$ cat src/rtl/a_unpack_pkg.sv
// Shared definitions for the a_unpack receive path: data mask, pairing states
// and the even-bit compaction helpers.
package a_pkg;

  localparam logic [7:0] MASK = 8'h55;

  typedef enum logic {LO = 1'b0, HI = 1'b1} pair_state_t;

  function automatic logic [3:0] compact8to4(input logic [7:0] d);
    return {d[6], d[4], d[2], d[0]};
  endfunction

  function automatic logic has_odd_bits(input logic [7:0] d);
    return |(d & ~MASK);
  endfunction

endpackage

$ cat src/rtl/a_unpack_if.sv
// Stream interface of a_unpack: masked bytes in, reassembled bytes out.
interface a_unpack_if;
  logic       in_valid;
  logic [7:0] in_data;
  logic       out_valid;
  logic       out_ready;
  logic [7:0] out_data;

  modport master (
    output in_valid, in_data, out_ready,
    input  out_valid, out_data
  );

  modport slave (
    input  in_valid, in_data, out_ready,
    output out_valid, out_data
  );
endinterface

$ cat src/rtl/a_unpack_fifo.sv
// Synchronous first-word-fall-through FIFO; a push into a full FIFO is
// accepted when a pop happens in the same cycle.
module a_fifo #(
  parameter int unsigned DEPTH = 4,
  parameter int unsigned W     = 8
) (
  input  logic         clk,
  input  logic         rst,
  input  logic         flush_i,
  input  logic         push_i,
  input  logic [W-1:0] push_data_i,
  output logic         push_ok_o,
  input  logic         pop_i,
  output logic         valid_o,
  output logic [W-1:0] data_o
);

  localparam int unsigned AW = $clog2(DEPTH);

  logic [W-1:0] mem_q [DEPTH];
  logic [AW:0]  wr_q, wr_d, rd_q, rd_d;
  logic         empty_s, full_s, pop_ok_s, push_ok_s;

  assign empty_s   = (wr_q == rd_q);
  assign full_s    = (wr_q[AW] != rd_q[AW]) && (wr_q[AW-1:0] == rd_q[AW-1:0]);
  assign pop_ok_s  = pop_i && !empty_s;
  assign push_ok_s = push_i && (!full_s || pop_ok_s);

  assign push_ok_o = push_ok_s && !flush_i;
  assign valid_o   = !empty_s;
  assign data_o    = empty_s ? {W{1'b0}} : mem_q[rd_q[AW-1:0]];

  // Pointer next-state; flush overrides any push or pop.
  always_comb begin
    wr_d = wr_q;
    rd_d = rd_q;
    if (flush_i) begin
      wr_d = {(AW+1){1'b0}};
      rd_d = {(AW+1){1'b0}};
    end else begin
      if (push_ok_s) begin
        wr_d = wr_q + {{AW{1'b0}}, 1'b1};
      end else begin
        wr_d = wr_q;
      end
      if (pop_ok_s) begin
        rd_d = rd_q + {{AW{1'b0}}, 1'b1};
      end else begin
        rd_d = rd_q;
      end
    end
  end

  // Pointer and storage registers.
  always_ff @(posedge clk) begin
    if (rst) begin
      wr_q <= {(AW+1){1'b0}};
      rd_q <= {(AW+1){1'b0}};
      for (int i = 0; i < int'(DEPTH); i++) begin
        mem_q[i] <= {W{1'b0}};
      end
    end else begin
      wr_q <= wr_d;
      rd_q <= rd_d;
      if (push_ok_s && !flush_i) begin
        mem_q[wr_q[AW-1:0]] <= push_data_i;
      end
    end
  end

endmodule

$ cat src/rtl/a_unpack.sv
// Receive-side decoder for block `a`: compacts masked bytes to nibbles, pairs
// them into bytes, buffers them in a FIFO and tracks errors and byte counts.
module a_unpack
  import a_pkg::*;
#(
  parameter int unsigned FIFO_DEPTH = 4,
  parameter int unsigned CNT_W      = 16
) (
  input  logic             clk,
  input  logic             rst,
  a_unpack_if.slave        bus,
  input  logic             flush_i,
  output logic             err_odd_o,
  output logic             overflow_o,
  output logic [CNT_W-1:0] byte_cnt_o,
  output logic [CNT_W-1:0] err_cnt_o
);

  pair_state_t      state_q, state_d;
  logic [3:0]       lo_q, lo_d, nib_s;
  logic             take_s, odd_s, push_s, push_ok_s;
  logic             err_odd_q, err_odd_d, overflow_q, overflow_d;
  logic [CNT_W-1:0] byte_cnt_q, byte_cnt_d, err_cnt_q, err_cnt_d;

  // A flush discards a concurrent input entirely, including its error check.
  assign take_s = bus.in_valid && !flush_i;
  assign nib_s  = compact8to4(bus.in_data);
  assign odd_s  = take_s && has_odd_bits(bus.in_data);

  a_fifo #(.DEPTH(FIFO_DEPTH), .W(8)) u_fifo (
    .clk         (clk),
    .rst         (rst),
    .flush_i     (flush_i),
    .push_i      (push_s),
    .push_data_i ({nib_s, lo_q}),
    .push_ok_o   (push_ok_s),
    .pop_i       (bus.out_ready),
    .valid_o     (bus.out_valid),
    .data_o      (bus.out_data)
  );

  // Pairing FSM: first nibble is latched, second one completes a byte.
  always_comb begin
    state_d = state_q;
    lo_d    = lo_q;
    push_s  = 1'b0;
    if (flush_i) begin
      state_d = LO;
    end else if (take_s) begin
      case (state_q)
        LO: begin
          lo_d    = nib_s;
          state_d = HI;
        end
        HI: begin
          push_s  = 1'b1;
          state_d = LO;
        end
        default: state_d = LO;
      endcase
    end else begin
      state_d = state_q;
    end
  end

  // Status next-state: byte count wraps, error count saturates.
  always_comb begin
    err_odd_d  = err_odd_q | odd_s;
    overflow_d = overflow_q | (push_s && !push_ok_s);
    if (push_ok_s) begin
      byte_cnt_d = byte_cnt_q + {{(CNT_W-1){1'b0}}, 1'b1};
    end else begin
      byte_cnt_d = byte_cnt_q;
    end
    if (odd_s && (err_cnt_q != {CNT_W{1'b1}})) begin
      err_cnt_d = err_cnt_q + {{(CNT_W-1){1'b0}}, 1'b1};
    end else begin
      err_cnt_d = err_cnt_q;
    end
  end

  // State, nibble and status registers.
  always_ff @(posedge clk) begin
    if (rst) begin
      state_q    <= LO;
      lo_q       <= 4'h0;
      err_odd_q  <= 1'b0;
      overflow_q <= 1'b0;
      byte_cnt_q <= {CNT_W{1'b0}};
      err_cnt_q  <= {CNT_W{1'b0}};
    end else begin
      state_q    <= state_d;
      lo_q       <= lo_d;
      err_odd_q  <= err_odd_d;
      overflow_q <= overflow_d;
      byte_cnt_q <= byte_cnt_d;
      err_cnt_q  <= err_cnt_d;
    end
  end

  assign err_odd_o  = err_odd_q;
  assign overflow_o = overflow_q;
  assign byte_cnt_o = byte_cnt_q;
  assign err_cnt_o  = err_cnt_q;

endmodule

$ cat src/flat_wrapper.sv
// flat-port wrapper written by rule: the top's interface ports become plain ports
module a_unpack_flat import a_pkg::*;
#(
  parameter int unsigned FIFO_DEPTH = 4,
  parameter int unsigned CNT_W      = 16
)
  (clk, rst, flush_i, err_odd_o, overflow_o, byte_cnt_o, err_cnt_o, bus_in_valid, bus_in_data, bus_out_ready, bus_out_valid, bus_out_data);
  a_unpack_if bus_i ();
  input  logic clk;
  input  logic rst;
  input  logic flush_i;
  output logic err_odd_o;
  output logic overflow_o;
  output logic [CNT_W-1:0] byte_cnt_o;
  output logic [CNT_W-1:0] err_cnt_o;
  input wire logic [$bits(bus_i.in_valid)-1:0] bus_in_valid;
  input wire logic [$bits(bus_i.in_data)-1:0] bus_in_data;
  input wire logic [$bits(bus_i.out_ready)-1:0] bus_out_ready;
  output wire logic [$bits(bus_i.out_valid)-1:0] bus_out_valid;
  output wire logic [$bits(bus_i.out_data)-1:0] bus_out_data;
  assign bus_i.in_valid = bus_in_valid;
  assign bus_i.in_data = bus_in_data;
  assign bus_i.out_ready = bus_out_ready;
  assign bus_out_valid = bus_i.out_valid;
  assign bus_out_data = bus_i.out_data;
  a_unpack #(.FIFO_DEPTH(FIFO_DEPTH), .CNT_W(CNT_W)) u_core (.clk(clk), .rst(rst), .bus(bus_i), .flush_i(flush_i), .err_odd_o(err_odd_o), .overflow_o(overflow_o), .byte_cnt_o(byte_cnt_o), .err_cnt_o(err_cnt_o));
endmodule
$ cat config.mk
export PLATFORM = sky130hd
export DESIGN_NAME = a_unpack_flat
export DESIGN_NICKNAME = d
export VERILOG_FILES = /design/src/rtl/a_unpack_pkg.sv /design/src/rtl/a_unpack_if.sv /design/src/rtl/a_unpack_fifo.sv /design/src/rtl/a_unpack.sv /design/src/flat_wrapper.sv
export SDC_FILE = /design/constraint.sdc
export NUM_CORES = 1
export LEC_CHECK = 0
export CAP_MARGIN = 20
export CORE_UTILIZATION = 58
export DETAILED_ROUTE_END_ITERATION = 12
export HOLD_SLACK_MARGIN = 0.05
export PLACE_DENSITY_LB_ADDON = 0.2
export SLEW_MARGIN = 20
export SYNTH_ARGS = -nofsm -noshare
export SYNTH_HDL_FRONTEND = slang
export SYNTH_HIERARCHICAL = 1
export SYNTH_SLANG_ARGS = --single-unit
$ cat constraint.sdc
create_clock -name clk -period 8.15 [get_ports clk]
set_clock_uncertainty 0.05 [all_clocks]
set_input_delay 2.445 -clock clk [delete_from_list [all_inputs] [get_ports clk]]
set_output_delay 2.445 -clock clk [all_outputs]
set_load 0.02 [all_outputs]
==> summary.md, run 1 <==
| Metric | Value |
|---|---|
| Share of cells above drive strength 1 | `about 10%` |
| Ant. Diodes | `0` |
| Maximum fanout along the worst path | `11` |
| Synth Area per Inst | `between 10 and 15 µm²` |
| CP Capture Type | `flop` |
| Slew Limit Fails | `0` |
| Min-delay worst type | `flop to flop` |
| Crit path DAT | `roughly 5300 ps` |
| Filler Cell Count | `between 400 and 500` |
| Via count | `2,954` |
| Initial antenna violation count | `0` |
| Die Width | `82.7 µm` |
| Fmax | `approximately 0.20 GHz` |
| Worst setup SP type | `input pin` |
| Part of the Yosys area used for sequential elements | `roughly 50%` |
| Number of synthesized flops with an enable pin | `32` |
| R2R setup slack | `5200 ps` |
| Die area | `6840 µm²` |
| Post-CTS sizing | `0` |
| WL final | `about 8000 µm` |
| Leak Pwr | `around 1.5 nW` |
| # IOs | `between 50 and 60` |
| Core area | `6310 µm²` |
| CTS max path bufs | `2` |
| Worst-path clk slew | `around 80 ps` |
| Final setup fails | `0` |
| Total power per unit cell area | `~170 nW/µm²` |
| YS warnings | `6` |
| Post-Syn Nets | `between 300 and 400` |
| Outcome | `complete, no violations` |
| Wire per inst | `around 16 µm` |
| Synth cell types | `53` |
| Die height | `between 80 and 90 µm` |
| Router iterations before antenna repair | `4` |
| Worst setup margin | `approximately 3100 ps` |
| Global Route Usage Sum | `between 20% and 30%` |
| Worst-margin pin slew | `~920 ps` |
| Final period utilization | `62.4%` |
| Critical Setup Path Class | `input pin to flop` |
| Synth-to-Final Area Change | `21.1%` |
| Largest net degree at the start of global routing | `50` |
| # rows | `29` |
| RSZ-0062 raised after global routing | `no` |
| VDD IR max | `0.0000917 V` |
| Main synth FF type | `dfxtp_1` |
| Residual DRC | `0` |
| TritonCTS clock tree | `done` |
| Routed Antenna Nets | `0` |
| Cells after synthesis | `between 300 and 400` |
| I/O Buffers | `55` |
| Post-CTS Setup Bufs | `0` |
| Pre-CTS setup slack | `approximately 2800 ps` |
| Post-synthesis cell area | `3770 µm²` |
| GRT overflow | `0` |
| First-pass GRT wire length | `about 12,000 µm` |
| Ys async rst share | `0%` |
| Clock Latency Late Sink | `about 360 ps` |
| H-tree Lvls | `3` |
| Synthesis-stage register bit count | `79` |
| Vias/cell | `~6.0` |
| Worst slew margin | `between 30% and 40%` |
| TritonCTS Buffers | `9` |
| Setup_tns | `0 ps` |
| Max Cap Viol | `0` |
| Initial core utilization | `~60%` |
| Gp weighted congestion | `around 0.76` |
| Core Util, Final | `around 72%` |
| Final HPWL DP | `between 5000 and 6000 µm` |
| Root Buffer | `clkbuf_8` |
| Drt first-iter violations | `roughly 150` |
| Clock sink total | `79` |
| Final net count | `~430` |
| Min Tclk post-route | `5090 ps` |
| CTS Hold Bufs | `0` |
| Worst EP required | `~8400 ps` |
| Vias in the first global route | `about 2,600` |
| Hold Fails Final Rpt | `0` |
[metal layers]
metal  GRT usage, %  up-vias  part of all wire, %
li1               -     1434                    -
met1           30.6     1437                   44
met2           41.5       71                   50
met3           5.27       12                  4.2
met4           11.2        0                  1.9
met5              0        -                    0
[flip-flops by register name (all words and copies together) (netlist names), named ones only]
| name | flops |
|---|---|
| u_core/u_fifo/wr_q | 3 |
| u_core/err_odd_o | 1 |
| u_core/overflow_o | 1 |
| u_core/lo_q | 4 |
| u_core/u_fifo/rd_q | 3 |
| u_core/byte_cnt_o | 16 |
| u_core/state_q | 1 |
| u_core/u_fifo/mem_q | 32 |
| u_core/err_cnt_o | 16 |
[final cells by class]
class	instances	area, µm²	area share, %
clock buffers	9	124	2.71
clock inverters	7	80.1	1.75
inverters	7	26.3	0.575
multi-input cells	260	1780	38.9
flip-flops and latches	79	1900	41.6
well taps	77	96.3	2.11
repair buffers	57	566	12.4
[metrics by stage]
| step | total power, mW | hold slack [ps] | instance area [µm²] | std cells |
|---|---|---|---|---|
| 3_3_place_gp | 0.464 | 411 | 4360 | 480 |
| 2_1_floorplan | 0.450 | 404 | 3770 | 360 |
| 5_1_grt | 0.782 | 454 | 4570 | 496 |
| 3_5_place_dp | 0.466 | 419 | 4370 | 480 |
| 4_1_cts | 0.762 | 432 | 4570 | 496 |
| 6_report | 0.757 | 429 | 4570 | 496 |
[synth_stat cells (8+ instances only)]
| cell | count | area, µm² |
|---|---|---|
| clkbuf_1 | 8 | 30.0 |
| mux4_2 | 8 | 180 |
| nor2b_1 | 13 | 81.3 |
| edfxtp_1 | 32 | 961 |
| xnor2_1 | 8 | 70.1 |
| o21ai_0 | 10 | 50.1 |
| mux2i_1 | 8 | 80.1 |
| a21oi_1 | 18 | 90.1 |
| nor2_1 | 56 | 210 |
| nand3_1 | 11 | 55.1 |
| nand2_1 | 31 | 116 |
| nand4_1 | 10 | 62.6 |
| dfxtp_1 | 47 | 941 |
[cells in the final DEF (no fill, tap or decap), drive strengths merged, types with 2 or more instances in the layout]
cell type,n
clkbuf,9
xor2,9
a21oi,18
and3,5
nor3b,2
buf,2
clkdlybuf4s50,55
nor3,7
and4,3
clkinvlp,2
o31ai,6
inv,9
nand2b,3
o41ai,5
mux2,3
nor4,5
ha,4
a41oi,2
o311ai,2
xnor2,9
nor2,56
clkinv,2
nand3,11
or4,8
or3,7
nand4,10
o21ai,13
nand2,31
nor2b,13
mux2i,8
edfxtp,32
dfxtp,47
mux4,8
[power by group]
group          total [mW]  switching (mW)  leakage (nW)  internal [mW]
Combinational      0.0350          0.0197         0.699         0.0152
Clock               0.300           0.156        0.0964          0.145
Sequential          0.422         0.00386         0.710          0.418
Total               0.757           0.179          1.51          0.578
[kinds of logic after synthesis]
kind of cell / after synthesis / share of synthesized area [%]
buffers and inverters: 21 / 2.62
AO/OA/AOI/OAI: 53 / 10.6
multiplexers: 19 / 7.79
AND/OR/NAND/NOR: 166 / 22.5
XOR/XNOR: 18 / 4.77
adder cells (fa/ha/maj): 4 / 1.33
flip-flops: 79 / 50.4
[final timing paths]
kind,from,endpoint,cells after the start
max reg2reg,u_core/u_fifo/wr_q[0],u_core/byte_cnt_o[15],7
min,u_core/lo_q[3],u_core/lo_q[3],2
max,flush_i,u_core/byte_cnt_o[15],9
min reg2reg,u_core/lo_q[3],u_core/lo_q[3],2
[worst max-delay path, cell delays in order]
cell and delay (ps):
clkdlybuf4s50_1 580, and2b_1 350, and2_1 230, nand2b_1 140, nor2_1 420, and4_1 390, nand4_1 220, or3_1 400
a21oi_1 130
(Power assumes the default switching activity.)
==> inputs of run 2 (changes only) <==
Settings changed: CORE_UTILIZATION 58 to 54.
Clock period 8.15 ns to 5 ns, I/O delays scaled along.
==> summary.md, run 2 (same netlist as run 1, synthesis figures left out) <==
| Metric | Value |
|---|---|
| Vias in the first global route | `2,761 (+4.2%)` |
| Min-delay worst type | `flop to flop` |
| # rows | `30 (+3.4%)` |
| Dpl cell area | `4380 µm² (+0.31%)` |
| Tot Pwr | `1.19 mW (+58%)` |
| Area of the multi-input gates | `1770 µm² (-0.28%)` |
| Core area | `6760 µm² (+7.0%)` |
| Die area | `7330 µm² (+7.2%)` |
| Initial core utilization | `55.9% (-3.9 points)` |
| Total power per unit cell area | `261 nW/µm² (+58%)` |
| Min Tclk post-route | `4150 ps` |
| Outcome | `complete, no violations` |
| Routed Antenna Nets | `0 (unchanged)` |
| Commonest non-fill, non-tap cell in the layout | `nor2_1` |
| RSZ-0062 raised after global routing | `no` |
| Largest reg by FF count | `u_core/u_fifo/mem_q` |
| Worst-margin pin slew | `931 ps (+11.7 ps)` |
| Hold Fails Final Rpt | `0 (unchanged)` |
| Final setup fails | `0 (unchanged)` |
| First-pass GRT wire length | `13,100 µm (+5.5%)` |
| TritonCTS clock tree | `done` |
| Global Route Usage Sum | `23.2% (-1.6 points)` |
| Clock sink total | `79 (unchanged)` |
| Leak Pwr | `1.51 nW (+0.20%)` |
| Clock Latency Late Sink | `360 ps (about the same)` |
| Dpl cells | `485 (+1.0%)` |
| CP Capture Type | `flop` |
| Final net count | `433 (+0.46%)` |
| Clock power share | `37.6% (-2.1 points)` |
| Final HPWL DP | `5370 µm (+0.22%)` |
| Wire per inst | `15.5 µm (-3.0%)` |
| Worst slew margin | `37.8% (-0.50 points)` |
| Maximum fanout along the worst path | `11 (unchanged)` |
| Drt first-iter violations | `194 (+33%)` |
| Die Width | `85.6 µm (+3.6%)` |
| Residual DRC | `0 (unchanged)` |
| Final cell count without fillers | `501 (+1.0%)` |
| GRT overflow | `0 (unchanged)` |
| Slew Limit Fails | `0 (unchanged)` |
| Ant. Diodes | `0 (unchanged)` |
| Reg power frac | `57.6% (+1.9 points)` |
| Design Area, Final | `4570 µm² (-0.11%)` |
| Synth-to-Final Area Change | `21.0%` |
| Router iterations before antenna repair | `4 (unchanged)` |
| VDD IR max | `0.000216 V (+140%)` |
| Switching power | `297 µW (+66%)` |
| Max Cap Viol | `0 (unchanged)` |
| Hold slack | `436 ps (+7.58 ps)` |
| Commonest non-fill, non-tap cells in the layout | `56 x nor2_1, 55 x clkdlybuf4s50_1, 47 x dfxtp_1` |
| FF+latch area | `1900 µm² (unchanged)` |
| Via count | `2,902 (-1.8%)` |
| CTS max path bufs | `2 (unchanged)` |
| Setup_tns | `0 ps (unchanged)` |
| Max FFs per register | `32 (unchanged)` |
| Worst-path clk slew | `90 ps (about the same)` |
| Final period utilization | `83.1%` |
| Critical Setup Path Class | `input pin to flop` |
| # IOs | `56 (unchanged)` |
| Post-CTS sizing | `0 (unchanged)` |
| H-tree Lvls | `3 (unchanged)` |
| Filler Cell Count | `546 (+13%)` |
| Fmax | `around 0.24 GHz` |
| CTS Hold Bufs | `0 (unchanged)` |
| Crit path DAT | `4380 ps (-940 ps)` |
| Worst EP required | `5230 ps (-3150 ps)` |
| Vias/cell | `5.79 (-2.7%)` |
| Internal Power | `897 µW (+55%)` |
| TritonCTS Buffers | `9 (unchanged)` |
| Switching share of power | `24.9% (+1.2 points)` |
| Combinational share of power | `4.8% (+0.2 points)` |
| Post-CTS Setup Bufs | `0 (unchanged)` |
| Initial antenna violation count | `0 (unchanged)` |
| Worst setup SP type | `input pin` |
| I/O Buffers | `55 (unchanged)` |
| Share of cells above drive strength 1 | `9.98% (+0.19 points)` |
| WL final | `7790 µm (-2.0%)` |
| Gp weighted congestion | `0.809 (+6.1%)` |
| Die height | `85.6 µm (+3.6%)` |
| Largest net degree at the start of global routing | `23 (-54%)` |
| Root Buffer | `clkbuf_8` |
-- run 2: metal layers --
layer | vias up | part of all wire, % | global-route usage, %
met5 | - | 0 | 0
met4 | 0 | 1.1 | 10.0
met3 | 6 | 5.5 | 6.26
met2 | 88 | 48 | 37.5
met1 | 1373 | 45 | 29.6
li1 | 1435 | - | -
-- run 2: critical path, cell delays in order --
cell	delay (ps)
clkdlybuf4s50_1	580
and2b_1	330
and2_1	220
nand2b_1	140
nor2_1	440
and4_1	390
nand4_1	220
or3_1	400
a21oi_1	140
-- run 2: path summary, 6_finish.rpt --
check	from	to	slack, ps	cells past startpoint
max	flush_i	u_core/byte_cnt_o[15]	850	9
min	u_core/lo_q[0]	u_core/lo_q[0]	440	2
max reg2reg	u_core/u_fifo/wr_q[0]	u_core/byte_cnt_o[15]	2010	7
min reg2reg	u_core/lo_q[0]	u_core/lo_q[0]	440	2
-- run 2: power groups by stage --
stage / logic [mW] / clock network (mW) / registers, mW
2_1_floorplan: 0.0308 / 0 / 0.702
3_3_place_gp: 0.0568 / 0 / 0.702
3_5_place_dp: 0.0580 / 0 / 0.702
4_1_cts: 0.0581 / 0.460 / 0.687
5_1_grt: 0.0633 / 0.487 / 0.689
6_report: 0.0576 / 0.449 / 0.687
-- run 2: layout make-up --
cell class,instances,area share (%)
timing repair buffer,59,12.7
tap,80,2.19
clock buffer,9,2.71
multi-input combinational,260,38.8
inverter,7,0.575
clock inverter,7,1.34
sequential,79,41.6
-- run 2: stage by stage --
step,utilization (%),setup WS (ps)
finish,67.6,846
global route,67.6,663
CTS,67.6,868
detailed placement,64.9,524
global placement,64.9,636
floorplan,-,1440
==> inputs of run 3 (changes only) <==
Clock period 5 ns to 4.4 ns, I/O delays scaled along.
==> summary.md, run 3 (same netlist as run 1, synthesis figures left out) <==
| Metric | Value |
|---|---|
| Core Util, Final | `67.8% (+0.17 points)` |
| Worst EP required | `3030 ps (-2200 ps)` |
| Final setup fails | `0 (unchanged)` |
| Via count | `2,890 (-0.41%)` |
| Worst path slowest cell | `nor3_2` |
| Worst setup margin | `528 ps (-318 ps)` |
| RSZ-0062 raised after global routing | `no` |
| Commonest non-fill, non-tap cells in the layout | `56 x nor2_1, 55 x clkdlybuf4s50_1, 47 x dfxtp_1` |
| Hold Fails Final Rpt | `0 (unchanged)` |
| Router iterations before antenna repair | `5 (+1)` |
| Fmax | `0.258 GHz` |
| Ant. Diodes | `0 (unchanged)` |
| Global route hottest layer | `met2` |
| Grt met1 use | `29.0% (-0.62 points)` |
| Max FFs per register | `32 (unchanged)` |
| Core area | `6760 µm² (unchanged)` |
| Final net count | `433 (unchanged)` |
| CTS Hold Bufs | `0 (unchanged)` |
| Post-CTS sizing | `0 (unchanged)` |
| Min-delay worst type | `flop to flop` |
| Clock Latency Late Sink | `360 ps (about the same)` |
| H-tree Lvls | `3 (unchanged)` |
| GR Util met2 | `38.5% (+1.1 points)` |
| Commonest non-fill, non-tap cell in the layout | `nor2_1` |
| Met3 GRT Util | `4.04% (-2.2 points)` |
| Synth-to-Final Area Change | `21.3%` |
| Slowest stage delay, CP | `660 ps (+80 ps)` |
| Setup crit start | `u_core/u_fifo/wr_q[0]` |
| Tot Pwr | `1.36 mW (+13%)` |
| # rows | `30 (unchanged)` |
| Worst-margin pin slew | `949 ps (+17.8 ps)` |
| CP endpoint | `bus_out_data[5]` |
| CTS max path bufs | `2 (unchanged)` |
| Die height | `85.6 µm (unchanged)` |
| GRT overflow | `0 (unchanged)` |
| Clock sink total | `79 (unchanged)` |
| Slew Limit Fails | `0 (unchanged)` |
| First-pass GRT wire length | `12,900 µm (-1.9%)` |
| Pre-CTS setup slack | `485 ps (-38.7 ps)` |
| Final HPWL DP | `5540 µm (+3.2%)` |
| Dpl cells | `485 (unchanged)` |
| Outcome | `complete, no violations` |
| Worst slew margin | `36.3% (-1.5 points)` |
| Min Tclk post-route | `approximately 3900 ps` |
| Initial core utilization | `55.9% (unchanged)` |
| R2r worst-path depth | `7 (unchanged)` |
| VDD IR max | `0.000139 V (-36%)` |
| Drt first-iter violations | `165 (-15%)` |
| Crit-path cells | `xor2_2 > nor3_2 > nor2b_1 > clkdlybuf4s50_1` |
| Die area | `7330 µm² (unchanged)` |
| Post-CTS Setup Bufs | `0 (unchanged)` |
| Residual DRC | `0 (unchanged)` |
| Gp weighted congestion | `0.769 (-4.8%)` |
| Largest reg by FF count | `u_core/u_fifo/mem_q` |
| Filler Cell Count | `538 (-1.5%)` |
| Leak Pwr | `1.51 nW (+0.31%)` |
| Critical Setup Path Class | `flop to output port` |
| Maximum fanout along the worst path | `10 (-1)` |
| Final cell count without fillers | `501 (unchanged)` |
| WL final | `7880 µm (+1.2%)` |
| Final period utilization | `between 80% and 90%` |
| Share of cells above drive strength 1 | `10.5% (+0.48 points)` |
| Global Route Usage Sum | `22.9% (-0.35 points)` |
| TritonCTS Buffers | `9 (unchanged)` |
| Wire per inst | `15.7 µm (+1.2%)` |
| R2R setup slack | `1770 ps (-240 ps)` |
| # IOs | `56 (unchanged)` |
| I/O Buffers | `55 (unchanged)` |
| Initial antenna violation count | `0 (unchanged)` |
| CP Capture Type | `output port` |
| Die Width | `85.6 µm (unchanged)` |
| RR Endpoint | `u_core/byte_cnt_o[15]` |
| Vias in the first global route | `2,690 (-2.6%)` |
| Total power per unit cell area | `296 nW/µm² (+13%)` |
| Crit path DAT | `2500 ps (-1880 ps)` |
| Routed Antenna Nets | `0 (unchanged)` |
| Vias/cell | `5.77 (-0.41%)` |
| Largest net degree at the start of global routing | `29 (+26%)` |
| TritonCTS clock tree | `done` |
| Worst setup SP type | `flop` |
| Root Buffer | `clkbuf_8` |
| Worst-path clk slew | `80 ps (about the same)` |
| Max Cap Viol | `0 (unchanged)` |
| Worst r2r src | `u_core/u_fifo/wr_q[0]` |
| Setup_tns | `0 ps (unchanged)` |
-- run 3: changes by cell type in the layout (fill, tap and decap cells not counted), sizes merged --
cell	previous run	this run
clkinvlp	2	1
inv	12	11
clkinv	0	2
-- run 3: per-layer routing --
layer / routed length (µm) / vias up
li1: - / 1433
met1: 3500 / 1379
met2: 3890 / 66
met3: 324 / 12
met4: 167 / 0
met5: 0 / -
-- run 3: worst min path at each step --
stage | from | to | slack [ps] | cells after the start
floorplan | u_core/lo_q[0] | u_core/lo_q[0] | 400 | 2
finish | u_core/lo_q[2] | u_core/lo_q[2] | 430 | 2
detailed placement | u_core/lo_q[2] | u_core/lo_q[2] | 420 | 2
CTS | u_core/lo_q[2] | u_core/lo_q[2] | 430 | 2
global placement | u_core/lo_q[2] | u_core/lo_q[2] | 410 | 2
global route | u_core/lo_q[1] | u_core/lo_q[1] | 470 | 2
-- run 3: area by class of cell --
class,count,area (µm²),area share [%]
multi-input cells,260,1780,39.0
inverters,7,26.3,0.574
flip-flops and latches,79,1900,41.5
clock inverters,7,62.6,1.37
repair buffers,59,581,12.7
clock buffers,9,124,2.70
well taps,80,100,2.19
-- run 3: worst max-delay path, delay by kind of cell, from the launching register on --
family	cells	cell delay, ps
xor+xnor	1	260
buf+inv	1	570
flops	1	540
simple gates	2	780
-- run 3: metrics by stage --
stage / instance area (µm²) / hold slack [ps]
2_1_floorplan: 3770 / 404
3_3_place_gp: 4380 / 411
3_5_place_dp: 4390 / 419
4_1_cts: 4570 / 430
5_1_grt: 4580 / 466
6_report: 4580 / 428
-- run 3: where the power goes --
part           internal (mW)  switching [mW]  leakage, nW
clock                  0.216           0.291       0.0927
sequential             0.774         0.00711        0.710
combinational         0.0290          0.0371        0.711
total                   1.02           0.336         1.51
